## src/rtl/register_deserializer_sipo.sv

```systemverilog
// -----------------------------------------------------------------------------
// register_deserializer_sipo
//   Serial-in, parallel-out deserializer. Assembles a bit stream into WIDTH-bit
//   words and presents each word through a one-entry valid/ready buffer that
//   feeds the downstream PIPO storage register. A two-state controller
//   (COLLECT / HOLD) back-pressures the serial source while a finished word
//   waits for the buffer to drain.
//
// Optional feature macro: DESER_PARITY_EN
//   defined   : each frame is WIDTH data bits plus one even-parity bit;
//               parity_err is registered alongside the word.
//   undefined : frame is WIDTH bits, parity_err is tied to 0.
//
// Ports
//   clk           in   clock, all state changes on posedge
//   clear_n       in   synchronous active-low reset
//   serial_in     in   serial data bit
//   serial_valid  in   serial_in carries a bit this cycle
//   serial_ready  out  block accepts a bit this cycle (decoded from state)
//   parallel_out  out  [WIDTH-1:0] buffered word
//   out_valid     out  parallel_out holds an undelivered word
//   out_ready     in   downstream takes the word this cycle
//   parity_err    out  parity flag of the buffered word
// -----------------------------------------------------------------------------
module register_deserializer_sipo #(
  parameter int WIDTH     = 4,
  parameter bit MSB_FIRST = 1'b1
) (
  input  logic             clk,
  input  logic             clear_n,
  input  logic             serial_in,
  input  logic             serial_valid,
  output logic             serial_ready,
  output logic [WIDTH-1:0] parallel_out,
  output logic             out_valid,
  input  logic             out_ready,
  output logic             parity_err
);

`ifdef DESER_PARITY_EN
  localparam int FRAME = WIDTH + 1;
`else
  localparam int FRAME = WIDTH;
`endif
  localparam int            CW   = $clog2(FRAME);
  localparam logic [CW-1:0] LAST = CW'(FRAME - 1);

  typedef enum logic [0:0] {
    ST_COLLECT = 1'b0,
    ST_HOLD    = 1'b1
  } state_t;

  state_t             state_r;
  state_t             state_next_s;
  logic [CW-1:0]      bit_count_r;
  logic [WIDTH-1:0]   shift_r;
  logic [WIDTH-1:0]   shift_next_s;
  logic [WIDTH-1:0]   word_s;
  logic [WIDTH-1:0]   parallel_r;
  logic               out_valid_r;
  logic               accept_s;
  logic               last_s;
  logic               data_bit_s;
  logic               buf_free_s;
  logic               load_new_s;
  logic               load_held_s;

  assign serial_ready = (state_r == ST_COLLECT);
  assign accept_s     = serial_valid && serial_ready;
  assign last_s       = (bit_count_r == LAST);
  assign buf_free_s   = !out_valid_r || out_ready;
  assign parallel_out = parallel_r;
  assign out_valid    = out_valid_r;

  assign shift_next_s = MSB_FIRST ? {shift_r[WIDTH-2:0], serial_in}
                                  : {serial_in, shift_r[WIDTH-1:1]};

`ifdef DESER_PARITY_EN
  // The trailing parity bit is not shifted in, so the word is already complete
  // in shift_r when the last frame bit arrives.
  assign data_bit_s = (bit_count_r != LAST);
  assign word_s     = shift_r;
`else
  // Without parity the last frame bit is a data bit, so the word being loaded
  // is the shift register including this cycle's bit.
  assign data_bit_s = 1'b1;
  assign word_s     = shift_next_s;
`endif

  // State register for the COLLECT/HOLD controller.
  always_ff @(posedge clk) begin
    if (!clear_n) begin
      state_r <= ST_COLLECT;
    end else begin
      state_r <= state_next_s;
    end
  end

  // Next-state decode: stall in HOLD when a finished word finds the buffer busy.
  always_comb begin
    state_next_s = state_r;
    load_new_s   = 1'b0;
    load_held_s  = 1'b0;
    case (state_r)
      ST_COLLECT: begin
        if (accept_s && last_s) begin
          if (buf_free_s) begin
            load_new_s   = 1'b1;
            state_next_s = ST_COLLECT;
          end else begin
            state_next_s = ST_HOLD;
          end
        end else begin
          state_next_s = ST_COLLECT;
        end
      end
      ST_HOLD: begin
        if (out_ready) begin
          load_held_s  = 1'b1;
          state_next_s = ST_COLLECT;
        end else begin
          state_next_s = ST_HOLD;
        end
      end
      default: begin
        state_next_s = ST_COLLECT;
      end
    endcase
  end

  // Bit assembly: shift accepted data bits and track position within the frame.
  always_ff @(posedge clk) begin
    if (!clear_n) begin
      shift_r     <= {WIDTH{1'b0}};
      bit_count_r <= {CW{1'b0}};
    end else if (accept_s) begin
      bit_count_r <= last_s ? {CW{1'b0}} : bit_count_r + CW'(1'b1);
      if (data_bit_s) begin
        shift_r <= shift_next_s;
      end
    end
  end

  // Output buffer: load a fresh or held word, otherwise drop valid on transfer.
  always_ff @(posedge clk) begin
    if (!clear_n) begin
      parallel_r  <= {WIDTH{1'b0}};
      out_valid_r <= 1'b0;
    end else if (load_new_s) begin
      parallel_r  <= word_s;
      out_valid_r <= 1'b1;
    end else if (load_held_s) begin
      parallel_r  <= shift_r;
      out_valid_r <= 1'b1;
    end else if (out_valid_r && out_ready) begin
      out_valid_r <= 1'b0;
    end
  end

`ifdef DESER_PARITY_EN
  logic par_bit_r;
  logic parity_err_r;

  // Even parity over data plus parity bit; a nonzero result flags an error.
  function automatic logic frame_parity(input logic [WIDTH-1:0] data,
                                        input logic             pbit);
    return ^{data, pbit};
  endfunction

  // Parity tracking: keep the received parity bit for a held word and
  // register the error flag together with the word it belongs to.
  always_ff @(posedge clk) begin
    if (!clear_n) begin
      par_bit_r    <= 1'b0;
      parity_err_r <= 1'b0;
    end else begin
      if (accept_s && last_s) begin
        par_bit_r <= serial_in;
      end
      if (load_new_s) begin
        parity_err_r <= frame_parity(shift_r, serial_in);
      end else if (load_held_s) begin
        parity_err_r <= frame_parity(shift_r, par_bit_r);
      end
    end
  end

  assign parity_err = parity_err_r;
`else
  assign parity_err = 1'b0;
`endif

endmodule

```

## config.mk

```make
export PLATFORM = sky130hd
export DESIGN_NAME = register_deserializer_sipo
export DESIGN_NICKNAME = d
export VERILOG_FILES = /design/src/rtl/register_deserializer_sipo.sv
export SDC_FILE = /design/constraint.sdc
export NUM_CORES = 1
export LEC_CHECK = 0
export BUFFER_PORTS_ARGS = -buffer_cell sky130_fd_sc_hd__buf_2
export CORE_AREA = 2 2 39 41
export DETAILED_ROUTE_END_ITERATION = 10
export DIE_AREA = 0 0 41 43
export GPL_TIMING_DRIVEN = 0
export SLEW_MARGIN = 5
export SYNTH_ARGS = -nofsm -noshare
export SYNTH_HDL_FRONTEND = slang
export SYNTH_SLANG_ARGS = --single-unit
export TNS_END_PERCENT = 5
```

## constraint.sdc

```tcl
create_clock -name clk -period 2.75 [get_ports clk]
set_clock_uncertainty 0.05 [all_clocks]
set_input_delay 0.275 -clock clk [delete_from_list [all_inputs] [get_ports clk]]
set_output_delay 0.275 -clock clk [all_outputs]
set_load 0.02 [all_outputs]
```

* Word-level counts from Yosys, hierarchy flattened
Cells that the tools add are included.
** Word-level totals
- Register bits after elaboration :: 12
- Input bits :: 5
- Output and inout bits :: 7
- Logic and storage cells :: 30
** Operators by class
- Add/sub/neg operators :: 1
- Equal/unequal tests :: 1
- Muxes and demuxes :: 15
- Bitwise operators :: 1
- Reductions and logical operators :: 7
** Operators by type and width (count)
- $mux W1 :: 11
- $mux W4 :: 2
- $logic_and A1 B1 Y1 :: 3
- $reduce_bool A3 Y1 :: 1
- $add A2 B1 Y2 const B :: 1
- $eq A2 B2 Y1 const B :: 1
- $mux W2 :: 1
- $pmux W1 S2 :: 1
- $reduce_bool A2 Y1 :: 1
- $logic_not A1 Y1 :: 1
- $logic_or A1 B1 Y1 :: 1
- $not A1 Y1 :: 1

* Depth between registers and ports, before layout
Gate-level depths: netlist of the first run.
- Depth after elaboration :: 6
- Mapped depth :: 4
- Gate-level depth less buffers :: 4

* Worst setup path after synthesis of the first run
OpenSTA, ideal clock, no wires.
- Path type :: reg-to-reg
- Start point :: reg bit_count_r[0]
- End point :: reg parallel_r[0] (netlist: parallel_out[0])
- Arrival time :: 1.092 ns
- Required time :: 2.584 ns
- Slack :: 1.492 ns
- Cell stages (with the launch flop) :: 5
- Path buffers :: 0
- Path through :: dfxtp_1 > ha_1 > nand3b_4 > or2_4 > o211a_1
** Between the ends
- Word-level cells in the longest chain between the ends :: 5
** Ends and longest elaborated chain
- start, declared :: RTL line 55 : logic [CW-1:0] bit_count_r;
- start signal, assigned :: RTL line 135 : bit_count_r <= {CW{1'b0}};
- start signal, assigned :: RTL line 137 : bit_count_r <= last_s ? {CW{1'b0}} : bit_count_r + CW'(1'b1);
- $eq A2 B2 Y1 * :: RTL line 70 : assign last_s = (bit_count_r == LAST);
- $logic_and A1 B1 Y1 * :: RTL line 106 : if (accept_s && last_s) begin
- $mux W1 * :: RTL line 106
- $mux W1 * :: RTL line 104 : case (state_r)
- $mux W4 or $reduce_bool A2 Y1 (tied branches)
- end signal, assigned :: RTL line 147 : parallel_r <= {WIDTH{1'b0}};
- end signal, assigned :: RTL line 150 : parallel_r <= word_s;
- end signal, assigned :: RTL line 153 : parallel_r <= shift_r;
- end, declared :: RTL line 59 : logic [WIDTH-1:0] parallel_r;
Every way passes the cells marked *; elsewhere a longest branch is shown, timed or not.
A chain may end at the register's enable or synchronous reset.

* Worst setup path in the final report of the first run
Ends and elaborated chain as after synthesis.

==> results of run 1 <==
## kinds of logic after synthesis
family	after synthesis
AO/OA/AOI/OAI	10
multiplexers	9
adder cells (fa/ha/maj)	1
AND/OR/NAND/NOR	16
buffers and inverters	4
flip-flops	12
other	1
## synthesized netlist by cell type
library cell	n
nand2_1	1
nand3b_1	1
clkbuf_1	1
inv_1	1
ha_1	1
nor2_1	1
o211ai_1	1
a31oi_1	1
a21bo_2	1
and2_1	1
nand3_1	1
a21oi_1	3
or2_4	1
conb_1	1
o31ai_1	3
buf_4	2
nand3b_4	1
o211a_1	1
nor3b_1	1
nor2b_1	8
dfxtp_1	12
mux2i_1	9
## report_power, final
part	switching [uW]	internal, uW	total [uW]
clock network	56.9	80.5	137
logic	16.3	15.9	32.2
registers	3.95	179	183
## layout make-up
cell class              count  area share (%)
plain buffers               3            2.85
clock buffers               4            5.50
inverters                   1           0.569
multi-input cells          37            44.0
flip-flops and latches     12            36.4
well taps                  16            3.04
repair buffers             10            7.59
## worst min path at each step
stage	to	cells after the start	startpoint	slack (ns)
after floorplan	state_r	1	out_ready	0.30
after global placement	bit_count_r[1]	2	bit_count_r[1]	0.46
after detailed placement	state_r	2	out_ready	0.46
after CTS	state_r	2	out_ready	0.16
after global routing	state_r	2	out_ready	0.17
final	state_r	2	out_ready	0.17
## registers in the layout, indices dropped and copies added, names as in the netlist
signal        flops
parallel_out      4
shift_r           4
bit_count_r       2
out_valid         1
state_r           1
## stage by stage
step | hold slack, ns | area, um^2 | utilization, % | total power, uW | setup slack (ns)
after detailed placement | 0.460 | 623 | 45.0 | 220 | 1.41
after global routing | 0.167 | 659 | 47.6 | 372 | 1.31
final | 0.171 | 659 | 47.6 | 353 | 1.39
after CTS | 0.162 | 659 | 47.6 | 359 | 1.38
after floorplan | 0.301 | 553 | - | 210 | 1.49
after global placement | 0.457 | 623 | 45.0 | 219 | 1.42
## routing by layer
layer  wire (um)  GRT usage (%)
met5           0              0
met4          13           6.00
met3          59           9.42
met2         415           19.4
met1         454           17.0
## worst register-to-register path: stages (launching register included)
cell      delay (ns)
dfxtp_1         0.36
ha_1            0.25
nand3b_4        0.13
or2_4           0.27
o211a_1         0.20
==> flow_summary_export.csv, run 1 <==
group,metric,value,unit
timing,rsz0062_at_grt,"no",
floorplan,die_y,43,um
yosys,synthSimpleGateAreaFrac,20.4,%
yosys,synth_top_area_cell,"dfxtp_1",
clock_network,cts_buffers,3,
worst_setup_path,r2r_slack,1.39,ns
floorplan,coreArea,1380,um^2
drt,routedWlPerCell,11.3,um
yosys,synth_top_family_by_area,"simple AND/OR/NAND/NOR gates",
worst_setup_path,crit_buf_inv,0,
floorplan,die_area,1760,um^2
floorplan,pin_count,12,
yosys,synth_cells,53,
worst_setup_path,rr_endpoint,"parallel_out[0]",
worst_setup_path,reg2regPathDepth,4,
layout,multi_input_area,290,um^2
drt,drc,0,
floorplan,dieWidth,41,um
worst_setup_path,worstPathRequired,2.87,ns
layout,final_common_cell,"dfxtp_1",
drt,ant_nets,0,
yosys,synth_top_area_share,43.4,%
clock_network,clock_tree.htree_level_count,1,
drt,viasPerCell,4.86,
placement,dp_hpwl,679,um
layout,stdcell_count,83,
placement,port_buffers,10,
grt,grt_usage,14.2,%
layout,layout_common_cells,"12 x dfxtp_1, 10 x buf_2, 9 x mux2i_1",
grt,grt_pass1_wl,1590,um
worst_setup_path,r2r_start,"bit_count_r[0]",
layout,syn_to_final_growth,19.2,%
timing,drv_slew,0,
clock_network,cts.reportedPaths.clkPinSlew,0.08,ns
yosys,yosysSeqAreaShare,43.4,%
drt,dr_total_vias,403,
timing,period_share,49.6,%
yosys,ys_types,22,
timing,period_minus_slack,1.36,ns
yosys,synth_area_leaders,"dfxtp_1 43%, mux2i_1 16%, nor2b_1 9.0%",
worst_setup_path,slowest_stage,"dfxtp_1",
placement,gp_congestion,0.657,
grt,grt_overflow,0,
worst_setup_path,end_kind,"flip-flop",
drt,drt_wl_total,942,um
timing,fin_tns_setup,0,ns
run_status,outcome,"finished, final reports clean",
worst_setup_path,crit_start,"bit_count_r[0]",
power_and_ir_drop,leakagePower,0.000328,uW
job,maxCapViolCount,0,
floorplan,start_util,40.0,%
worst_setup_path,start_kind,"flip-flop",
yosys,synth_xor_area_share,0,%
layout,fin_nets,74,
clock_network,hold_buffers,0,
clock_network,post_cts_resized,0,
worst_setup_path,max_stage_delay,0.36,ns
timing,setup_violations,0,
clock_network,cts_tree,"yes",
worst_setup_path,crit_fanout,6,
worst_setup_path,cp.depth,4,
clock_network,clock-sinks,12,
drt,drt_iter0_drc,5,
yosys,synthMuxAreaShare,16.3,%
drt,firstDrtPassIters,4,
grt,first_global_vias,378,
worst_setup_path,critPathTopFamily,"simple AND/OR/NAND/NOR gates",
worst_setup_path,criticalPathCategory,"reg2reg",
placement,dp_cells,79,
yosys,avgSynthCellArea,10.4,um^2
hold_path,min_path_type,"in2reg",
worst_setup_path,cp-endpoint,"parallel_out[0]",
clock_network,cts_setup_buffers,0,
yosys,yosys_register_bits,12,
clock_network,clkLatencyLatePin,0.27,ns
clock_network,clockBufferDepth,2,
power_and_ir_drop,peakVddDrop,0.000449,V
grt,grt_max_degree,11,
layout,seqCellArea,240,um^2
power_and_ir_drop,power.density,535,nW/um^2
timing,finalHoldViolations,0,
yosys,synth-compound-area-share,12.9,%
worst_setup_path,crit_chain,"ha_1, nand3b_4, or2_4, o211a_1",
clock_network,root_buffer,"clkbuf_4",
yosys,netlist_area,553,um^2
layout,drive_above_1_share,28.4,%
worst_setup_path,worstPathArrival,1.48,ns
layout,nFillCells,150,
yosys,synth_warnings,0,
yosys,syn_nets,59,
layout,antenna_cells,0,
grt,antenna_found_initial,0,
timing,fmaxAchievable,0.733,GHz
floorplan,rows,14,
yosys,synthAdderAreaFrac,2.26,%
No activity file was read; power rests on OpenSTA's default activity.
==> inputs of run 2 (changes only) <==
--- a/config.mk
+++ b/config.mk
@@ -10,6 +10,7 @@
 export DETAILED_ROUTE_END_ITERATION = 10
 export DIE_AREA = 0 0 41 43
 export GPL_TIMING_DRIVEN = 0
+export PLACE_DENSITY = 0.66
 export SLEW_MARGIN = 5
 export SYNTH_ARGS = -nofsm -noshare
 export SYNTH_HDL_FRONTEND = slang
==> constraint.sdc (replaced) <==
create_clock -name clk -period 1.15 [get_ports clk]
set_clock_uncertainty 0.05 [all_clocks]
set_input_delay 0.115 -clock clk [delete_from_list [all_inputs] [get_ports clk]]
set_output_delay 0.115 -clock clk [all_outputs]
set_load 0.02 [all_outputs]
==> run 2 against run 1 <==
  * The run now ends with negative setup slack left
  * Setup slack worse by 1.4 ns
  * Sequential share of layout area fell by 2.3 points
  * Sequential power is 140% higher
  * Via count is 4.5% higher
  * Non-clock buffer count rose by 3
  * Critical path depth unchanged
  * Core utilization is 4.1 points higher
  * Fmax grew 15%
  * Routed wire length grew 7.9%
  * Combinational power rose to 2.8 times the previous value
  * Hold slack worse by 0.16 ns
  * Critical path type unchanged
==> flow_summary_export.csv, run 2 (same netlist as run 1, synthesis figures left out) <==
group,metric,value,unit
run_status,outcome,"finished, violations left",
run_status,violations,"negative setup slack",
power_and_ir_drop,power.density,1220,nW/um^2
timing,rsz0062_at_grt,"yes",
layout,syn_to_final_growth,29.4,%
drt,ant_nets,0,
power_and_ir_drop,leakagePower,0.000348,uW
drt,drt_wl_total,1020,um
power_and_ir_drop,peakVddDrop,0.000498,V
timing,fmaxAchievable,0.844,GHz
layout,nFillCells,134,
floorplan,pin_count,12,
drt,routedWlPerCell,11.8,um
layout,utilization,51.7,%
placement,port_buffers,10,
worst_setup_path,criticalPathCategory,"reg2reg",
layout,drive_above_1_share,42.9,%
layout,layout_common_cells,"10 x buf_2, 9 x mux2i_1, 9 x dfxtp_1",
worst_setup_path,slowest_stage,"dfxtp_2",
power_and_ir_drop,total_power,873,uW
worst_setup_path,reg2regPathDepth,4,
grt,grt_pass1_wl,1550,um
job,maxCapViolCount,0,
worst_setup_path,r2r_start,"bit_count_r[1]",
grt,antenna_found_initial,0,
layout,final_common_cell,"buf_2",
timing,whs,0.0125,ns
clock_network,cts.reportedPaths.clkPinSlew,0.08,ns
floorplan,die_y,43,um
floorplan,die_area,1760,um^2
drt,dr_total_vias,421,
clock_network,cts_buffers,3,
worst_setup_path,crit_fanout,4,
worst_setup_path,end_kind,"flip-flop",
layout,fin_nets,77,
grt,grt_overflow,0,
hold_path,hold_path_depth,2,
layout,multi_input_area,320,um^2
clock_network,hold_buffers,0,
worst_setup_path,r2r_slack,-0.03,ns
drt,drc,0,
timing,setup_violations,2,
timing,period_share,103,%
hold_path,min_from,"out_ready",
clock_network,clkLatencyLatePin,0.28,ns
clock_network,root_buffer,"clkbuf_4",
drt,firstDrtPassIters,3,
floorplan,dieWidth,41,um
worst_setup_path,start_kind,"flip-flop",
grt,first_global_vias,360,
clock_network,clock-sinks,12,
grt,grt_usage,13.6,%
placement,gp_congestion,0.638,
layout,seqCellArea,244,um^2
timing,finalHoldViolations,0,
timing,period_minus_slack,1.18,ns
clock_network,clock_tree.htree_level_count,1,
clock_network,cts_tree,"yes",
floorplan,rows,14,
hold_path,min_path_type,"in2reg",
worst_setup_path,worstPathArrival,1.31,ns
grt,grt_max_degree,11,
hold_path,min_to,"state_r",
worst_setup_path,rr_endpoint,"parallel_out[0]",
timing,fin_ws,-0.0349,ns
layout,antenna_cells,0,
floorplan,start_util,40.0,%
timing,fin_tns_setup,-0.0358,ns
worst_setup_path,worstPathRequired,1.28,ns
clock_network,clockBufferDepth,2,
worst_setup_path,crit_chain,"ha_4, nand3b_4, or2_4, o211a_1",
timing,drv_slew,0,
worst_setup_path,max_stage_delay,0.36,ns
drt,viasPerCell,4.90,
drt,drt_iter0_drc,2,
floorplan,coreArea,1380,um^2
## run 2: changes by cell type in the layout (fill, tap and decap cells not counted), sizes merged
cell,delta
buf,+3
## run 2: worst max-delay path by stage
stage | cells after the start | from | slack, ns | endpoint
after CTS | 4 | bit_count_r[0] | -0.06 | parallel_out[0]
after floorplan | 4 | bit_count_r[1] | -0.02 | parallel_out[0]
final | 4 | bit_count_r[1] | -0.03 | parallel_out[0]
after detailed placement | 4 | bit_count_r[0] | -0.07 | parallel_out[0]
after global placement | 4 | bit_count_r[1] | -0.07 | parallel_out[0]
after global routing | 4 | bit_count_r[1] | -0.07 | parallel_out[0]
## run 2: through the flow
| stage | cells | worst slack [ns] | instance area [um^2] |
|---|---|---|---|
| 2_1_floorplan | 53 | -0.0221 | 571 |
| 3_3_place_gp | 79 | -0.0694 | 641 |
| 3_5_place_dp | 79 | -0.0727 | 641 |
| 4_1_cts | 86 | -0.0555 | 714 |
| 5_1_grt | 86 | -0.0715 | 716 |
| 6_report | 86 | -0.0349 | 716 |
## run 2: layer usage
| metal | vias to the layer above | part of all wire [%] | global-route usage, % |
|---|---|---|---|
| li1 | 218 | - | - |
| met1 | 189 | 50 | 18.0 |
| met2 | 9 | 42 | 17.5 |
| met3 | 5 | 4.5 | 3.14 |
| met4 | 0 | 3.6 | 12.0 |
| met5 | - | 0 | 0 |
## run 2: cell type report
class | count | area share, %
tap | 16 | 2.80
clock buffer | 4 | 5.07
sequential | 12 | 34.1
multi-input combinational | 37 | 44.8
timing repair buffer | 13 | 10.1
buffer | 3 | 2.62
inverter | 1 | 0.524
## run 2: what timing repair did
| action | in CTS | in global routing |
|---|---|---|
| endpoints found under the setup margin | 1 | 12 |
| resized for setup | 3 | 1 |
| pin swaps | 2 | 2 |
| setup buffers | 3 | 0 |
| endpoints found under the hold margin | 0 | 0 |
## run 2: worst max-delay path, delay by kind of cell (launching register included)
family,cells,cell delay (ns)
compound gates,1,0.20
fa+ha+maj,1,0.16
flops,1,0.36
simple gates,2,0.33
## run 2: report_power, final
part           leakage (uW)  internal, uW  switching, uW  total, uW
Combinational      0.000229          48.0           43.0       90.9
Sequential        0.0000986           430           12.7        443
Clock             0.0000210           193            146        339
==> inputs of run 3 (changes only) <==
--- a/config.mk
+++ b/config.mk
@@ -6,11 +6,9 @@
 export NUM_CORES = 1
 export LEC_CHECK = 0
 export BUFFER_PORTS_ARGS = -buffer_cell sky130_fd_sc_hd__buf_2
-export CORE_AREA = 2 2 39 41
+export CORE_UTILIZATION = 30
 export DETAILED_ROUTE_END_ITERATION = 10
-export DIE_AREA = 0 0 41 43
 export GPL_TIMING_DRIVEN = 0
-export PLACE_DENSITY = 0.66
 export SLEW_MARGIN = 5
 export SYNTH_ARGS = -nofsm -noshare
 export SYNTH_HDL_FRONTEND = slang
==> run 3 against run 2 <==
  * The run still ends with negative setup slack left
  * Fmax is 3.9% lower
  * Core utilization fell by 12 points
  * Die area rose by 15%
  * Setup slack worse by 0.049 ns
  * Critical path depth unchanged
  * Total power fell by 1.7%
  * Sequential cell count unchanged
  * Combinational power down 11%
  * Clock power about the same
  * Register-to-register slack lost 0.05 ns
  * Routed wire length is 9.8% lower
  * Critical endpoint unchanged
  * Largest cell class unchanged
==> flow_summary_export.csv, run 3 (same netlist as run 1, synthesis figures left out) <==
group,metric,value,unit
worst_setup_path,r2r_slack,-0.08,ns
floorplan,coreArea,1730,um^2
worst_setup_path,reg2regPathDepth,4,
layout,antenna_cells,0,
power_and_ir_drop,p_switching,195,uW
floorplan,die_area,2020,um^2
floorplan,die_y,44.9,um
drt,drt_wl_total,916,um
drt,viasPerCell,4.43,
floorplan,start_util,32.0,%
clock_network,clock_tree.htree_level_count,1,
timing,whs,0.0115,ns
worst_setup_path,r2r_start,"bit_count_r[0]",
floorplan,rows,15,
drt,routedWlPerCell,9.96,um
hold_path,min_path_type,"in2reg",
grt,grt_overflow,0,
layout,drive_above_1_share,35.8,%
timing,rsz0062_at_grt,"yes",
hold_path,min_from,"out_ready",
worst_setup_path,end_kind,"flip-flop",
floorplan,pin_count,12,
timing,drv_slew,0,
clock_network,hold_buffers,0,
layout,nFillCells,183,
placement,gp_congestion,0.704,
timing,setup_violations,1,
drt,drc,0,
drt,firstDrtPassIters,4,
power_and_ir_drop,p_seq_share,51.5,%
placement,port_buffers,10,
placement,place_area,652,um^2
worst_setup_path,cp.depth,4,
layout,final_common_cell,"buf_2",
worst_setup_path,max_stage_delay,0.36,ns
power_and_ir_drop,internal-power,663,uW
layout,fin_nets,74,
grt,first_global_vias,361,
grt,grt_pass1_wl,1570,um
power_and_ir_drop,peakVddDrop,0.000374,V
power_and_ir_drop,clockPowerShare,39.1,%
layout,seqCellArea,244,um^2
worst_setup_path,start_kind,"flip-flop",
timing,period_minus_slack,1.23,ns
timing,fmaxAchievable,0.811,GHz
worst_setup_path,worstPathArrival,1.35,ns
placement,dp_hpwl,685,um
grt,antenna_found_initial,0,
clock_network,clkLatencyLatePin,0.27,ns
hold_path,hold_path_depth,2,
clock_network,post_cts_resized,0,
worst_setup_path,crit_fanout,6,
clock_network,cts_setup_buffers,0,
clock_network,clockBufferDepth,2,
run_status,outcome,"finished, violations left",
worst_setup_path,rr_endpoint,"parallel_out[0]",
placement,dpl_worst_slack,-0.0789,ns
drt,drt_iter0_drc,8,
drt,ant_nets,0,
timing,fin_tns_setup,-0.0836,ns
worst_setup_path,crit_start,"bit_count_r[0]",
timing,finalHoldViolations,0,
clock_network,cts.reportedPaths.clkPinSlew,0.07,ns
worst_setup_path,critPathTopFamily,"flip-flops",
layout,layout_common_cells,"10 x buf_2, 9 x mux2i_1, 9 x dfxtp_1",
job,maxCapViolCount,0,
floorplan,dieWidth,44.9,um
grt,grt_max_degree,11,
run_status,violations,"negative setup slack",
timing,fin_ws,-0.0836,ns
drt,dr_total_vias,408,
clock_network,clock-sinks,12,
worst_setup_path,slowest_stage,"dfxtp_2",
clock_network,cts_tree,"yes",
hold_path,min_to,"state_r",
layout,syn_to_final_growth,24.7,%
power_and_ir_drop,leakagePower,0.000327,uW
worst_setup_path,crit_buf_inv,0,
clock_network,root_buffer,"clkbuf_4",
power_and_ir_drop,p_sw_share,22.7,%
layout,multi_input_area,305,um^2
timing,period_share,107,%
clock_network,cts_buffers,3,
power_and_ir_drop,power.density,1240,nW/um^2
worst_setup_path,worstPathRequired,1.27,ns
power_and_ir_drop,pwr-share-comb,9.4,%
worst_setup_path,criticalPathCategory,"reg2reg",
layout,final_area,689,um^2
grt,grt_usage,10.7,%
worst_setup_path,crit_chain,"ha_4, nand3b_4, or2_4, o211a_1",
run 3: cell count changes in the layout (fill, tap and decap cells not counted), sizes merged:
cell | before | now
buf | 15 | 12
run 3: final cells by class:
type | instances | area share, %
sequential | 12 | 35.4
tap | 25 | 4.54
buffer | 3 | 2.72
clock buffer | 4 | 5.26
multi-input combinational | 37 | 44.3
timing repair buffer | 10 | 7.26
inverter | 1 | 0.544
run 3: worst max-delay path by stage:
stage	to	slack (ns)
2_1_floorplan	parallel_out[0]	-0.02
3_3_place_gp	parallel_out[0]	-0.07
3_5_place_dp	parallel_out[0]	-0.08
4_1_cts	parallel_out[0]	-0.09
5_1_grt	parallel_out[0]	-0.13
6_report	parallel_out[0]	-0.08
run 3: power groups by stage:
| stage | combinational (uW) | clock, uW | sequential (uW) |
|---|---|---|---|
| global route | 89.7 | 359 | 444 |
| floorplan | 54.6 | 0 | 454 |
| finish | 80.8 | 336 | 442 |
| detailed placement | 81.5 | 0 | 452 |
| CTS | 81.5 | 345 | 442 |
| global placement | 79.3 | 0 | 452 |
run 3: routing by layer:
metal / up-vias / share of wire [%] / track usage (%)
li1: 213 / - / -
met1: 178 / 52 / 15.0
met2: 13 / 42 / 14.5
met5: - / 0 / 0
met4: 0 / 2.8 / 9.09
met3: 4 / 2.9 / 1.20
run 3: through the flow:
step | cells | util, % | power, uW
final | 92 | 39.9 | 858
after global routing | 92 | 39.9 | 893
after CTS | 92 | 39.9 | 868
after detailed placement | 88 | 37.8 | 533
after global placement | 88 | 37.8 | 531
after floorplan | 53 | - | 508
